File: src/rtl/cordic_bcd_formatter.sv
// Sequential s0.9 to BCD display formatter.
// Shift-add scale by 1000/512, then double-dabble.
module cordic_bcd_formatter #(
  parameter bit BLANK_LEADING = 1'b1
) (
  input  logic       clk,
  input  logic       rst_n,
  input  logic       start,
  input  logic [9:0] value,
  output logic       sign,
  output logic [3:0] digit3,
  output logic [3:0] digit2,
  output logic [3:0] digit1,
  output logic [3:0] digit0,
  output logic       busy,
  output logic       done
);

  typedef enum logic [1:0] {
    IDLE,
    MUL,
    DABBLE,
    FINISH
  } state_t;

  localparam logic [3:0] D3_RST =
    BLANK_LEADING ? 4'hF : 4'h0;

  state_t      state;
  logic        sign_q;
  logic [9:0]  mag;
  logic [3:0]  cnt;
  logic [19:0] prod;
  logic [26:0] dab;

  logic [19:0] addend;
  logic [19:0] prod_next;
  logic [26:0] adj;
  logic [9:0]  mag_in;

  // Partial product, running sum and BCD nibble correction
  always_comb begin
    addend = '0;
    if (cnt < 4'd10 && mag[cnt])
      addend = 20'd1000 << cnt;
    prod_next = prod + addend;
    mag_in = value[9] ? (~value + 10'd1) : value;
    adj = dab;
    for (int k = 0; k < 4; k++) begin
      if (dab[11+4*k +: 4] >= 4'd5)
        adj[11+4*k +: 4] = dab[11+4*k +: 4] + 4'd3;
    end
  end

  // Sequencer: capture, multiply, convert, publish
  always_ff @(posedge clk or negedge rst_n) begin
    if (!rst_n) begin
      state  <= IDLE;
      sign_q <= 1'b0;
      mag    <= '0;
      cnt    <= '0;
      prod   <= '0;
      dab    <= '0;
      sign   <= 1'b0;
      digit3 <= D3_RST;
      digit2 <= 4'h0;
      digit1 <= 4'h0;
      digit0 <= 4'h0;
      busy   <= 1'b0;
      done   <= 1'b0;
    end else begin
      done <= 1'b0;
      unique case (state)
        IDLE: begin
          if (start) begin
            sign_q <= value[9];
            mag    <= mag_in;
            prod   <= '0;
            cnt    <= '0;
            busy   <= 1'b1;
            state  <= MUL;
          end
        end
        MUL: begin
          prod <= prod_next;
          if (cnt == 4'd9) begin
            dab   <= {16'h0, prod_next[19:9]};
            cnt   <= '0;
            state <= DABBLE;
          end else begin
            cnt <= cnt + 4'd1;
          end
        end
        DABBLE: begin
          dab <= {adj[25:0], 1'b0};
          if (cnt == 4'd10) begin
            state <= FINISH;
          end else begin
            cnt <= cnt + 4'd1;
          end
        end
        FINISH: begin
          sign   <= sign_q;
          digit2 <= dab[22:19];
          digit1 <= dab[18:15];
          digit0 <= dab[14:11];
          if (dab[26:23] == 4'h0)
            digit3 <= D3_RST;
          else
            digit3 <= dab[26:23];
          done  <= 1'b1;
          busy  <= 1'b0;
          cnt   <= '0;
          state <= IDLE;
        end
        default: state <= IDLE;
      endcase
    end
  end

endmodule
File: config.mk
export PLATFORM = sky130hd
export DESIGN_NAME = cordic_bcd_formatter
export DESIGN_NICKNAME = d
export VERILOG_FILES = /design/src/rtl/cordic_bcd_formatter.sv
export SDC_FILE = /design/constraint.sdc
export NUM_CORES = 1
export LEC_CHECK = 0
export CELL_PAD_IN_SITES_DETAIL_PLACEMENT = 0
export CELL_PAD_IN_SITES_GLOBAL_PLACEMENT = 1
export CORE_ASPECT_RATIO = 1.2
export CORE_MARGIN = 1.5
export CORE_UTILIZATION = 50
export DETAILED_ROUTE_END_ITERATION = 10
export PLACE_DENSITY_LB_ADDON = 0.1
export SLEW_MARGIN = 20
export SYNTH_ARGS = -nofsm -noshare
export SYNTH_HDL_FRONTEND = slang
export SYNTH_SLANG_ARGS = --single-unit
File: constraint.sdc
create_clock -name clk -period 8.3 [get_ports clk]
set_input_delay 1.66 -clock clk [delete_from_list [all_inputs] [get_ports clk]]
set_output_delay 1.66 -clock clk [all_outputs]
set_load 0.05 [all_outputs]
==> flow_summary.ini <==
[sta]
post-route-min-period_ns = 3.83
finalSetupViolations = 0
holdWs_ns = 0.478
setup_tns_ns = 0
slew_viol_final = 0
grt_setup_unrepaired = false
hold_viol_final = 0
tightest_slew_ns = 0.949
skew_ns = 0.00511
fin_ws_ns = 4.47
max_freq_mhz = 261
slew_headroom_pct = 36.7
fin_crit_sh_pct = 46.2

[global_routing]
grt_first_pass_wirelength_mm = 17.9
antenna_found_initial = 0
grt_max_degree = 81
track_usage_pct = 21.7
grt_pass1_vias = 3721
overflow = 0

[cts]
hold_buffers = 0
clk-insertion-delay-late_ns = 0.34
cts_root_buf = clkbuf_16
h-tree-depth = 3
cts_setup_buffers = 0
cts_max_path_buffers = 2
numClockSinks = 80
cts_resized = 0
numCtsBuffers = 9
clk_pin_slew_ns = 0.06
cts_tree = built

[layout]
final_cell_mix = dfrtp_1 (76), nand2_1 (65), o21ai_0 (52), ha_1 (37), a21oi_1 (33)
final_util_pct = 58.9
area_growth_pct = 15.0
drive_above_1_share_pct = 9.98
antenna_cells = 0
final_cell_area_um2 = 5610
fin_cells = 664
final_common_cell = dfrtp_1
fillers = 863
layout.nets = 587

[setup_path]
cp.required_ns = 8.53
rr_worst_depth = 13
path_class = flop to flop
cp_slowest_stage_delay_ns = 0.58
slowest_stage = dfrtp_1
critPathMostFrequentCell = a21o_1
endpoint_kind = flop
startpoint_type = flop
crit_fanout = 10
crit_chain = mux4_2, nand2_1, a21o_1, inv_1, and3_1, ha_1, fa_1, a21o_1, a221o_1, a22oi_2, a31o_2, nor2_1, mux2_2
cp_data_arrival_time_ns = 4.06

[power]
leakage_nw = 2.59
irDropWorstVdd_mv = 0.179
powerDensity_nw_per_um2 = 319
power.total_mw = 1.79

[synth]
synth_seq_cells = 80
synth.cell_area_um2 = 4870
yosys-top-cells-area = dfrtp_1 (39%), ha_1 (9.5%), o21ai_0 (5.3%)
synthFlopType = dfrtp_1
synth-edff-count = 0
post-synth-top-area-cell = dfrtp_1
syn_inst = 511
synth_nets = 562
ys_types = 61
yosysWarnings = 0
ys_seq_area_share_pct = 41.2
synthArstFlopShare_pct = 100
syn_area_per_cell_um2 = 9.54
synth_top_area_share_pct = 39.0

[die]
io_pins = 32
initial_utilization_pct = 51.2
chipHeight_um = 111
coreArea_um2 = 9520
num_rows = 39
dieArea_um2 = 10400
die_w_um = 93.1

[min_path]
holdPathStages = 2
hold_class = flop to flop

[placed_design]
dp.cells = 648
dpl.hpwl_mm = 7.52
dpl_cell_area_um2 = 5270
gp_congestion = 0.856
post-place-ws_ns = 4.48
portBuffers = 31

[route]
ant_nets = 0
wl_per_cell_um = 15.8
drcViolationCount = 0
via_per_inst = 5.60
wl_mm = 10.5
drt-pass1-iter-count = 4
drt_iter0_drc = 178
vias = 3717

[status]
status = completed

[run]
maxCapViolations = 0
-- Yosys cell counts (2+ instances only) --
library cell and count:
nor4_1 2, nor3b_1 3, dfrtp_1 76, nor3_1 4
inv_1 26, o31ai_1 2, a211oi_1 3, a31oi_1 7
and2_1 2, a22o_1 9, nor2b_1 3, o21ai_0 52
mux2i_1 10, clkbuf_1 13, nand3_1 3, a211oi_2 2
ha_1 37, xnor2_1 10, nor2_1 31, a21oi_1 33
and3_1 6, o2bb2ai_1 2, o41ai_1 4, nand2_1 65
or3_1 2, buf_2 5, dfstp_2 4, o22ai_1 7
xor2_1 19, a221o_1 2, mux2_2 18, mux4_2 2
a21o_1 10, nand2b_1 10
-- metal layers --
metal  share of wire (%)  vias up  track usage, %  wire length, µm
li1                    -     1855               -                -
met1                  47     1800            28.6             4900
met2                  50       53            35.9             5200
met3                 2.4        9            4.12              249
met4                 1.4        0            6.57              145
met5                   0        -               0                0
-- state kept, by name (all words and copies together), names as in the netlist --
register / cells
digit2: 4
done: 1
cnt: 4
dab: 27
busy: 1
digit0: 4
state: 2
mag: 10
sign_q: 1
sign: 1
digit1: 4
prod: 17
digit3: 4
-- cell families after synthesis --
family | synth area share, %
compound gates | 20.0
simple gates | 12.9
flops | 41.2
buf+inv | 3.59
fa+ha+maj | 9.91
mux | 7.14
xor+xnor | 5.21
-- power by group --
group          switching (mW)  internal [mW]  total, mW
clock network           0.169          0.267      0.436
logic                   0.481          0.310      0.791
registers              0.0734          0.491      0.564
total                   0.724           1.07       1.79
-- final cells by class --
type / count / area [µm²] / area share (%)
Sequential cell: 80 / 2010 / 35.8
Multi-Input combinational cell: 386 / 2690 / 48.0
Timing Repair Buffer: 33 / 327 / 5.82
Inverter: 26 / 97.6 / 1.74
Tap cell: 123 / 154 / 2.74
Clock buffer: 9 / 225 / 4.02
Clock inverter: 7 / 104 / 1.85
-- worst paths after layout --
path                            end  slack [ns]  startpoint
max reg2reg                prod[19]        4.47      cnt[0]
max in group asynchronous   prod[5]        6.45       rst_n
min reg2reg                  mag[2]        0.48      mag[2]
min                          mag[2]        0.48      mag[2]
min in group asynchronous   dab[24]        1.36       rst_n
max                        prod[19]        4.47      cnt[0]
-- critical path: cells and delay by family (launching register included) --
family | cells | cell delay (ns)
compound gates | 5 | 1.22
simple gates | 3 | 0.34
buf+inv | 1 | 0.12
mux | 2 | 0.85
flops | 1 | 0.58
fa+ha+maj | 2 | 0.60
Note: power is estimated with default switching activity, not from simulation.
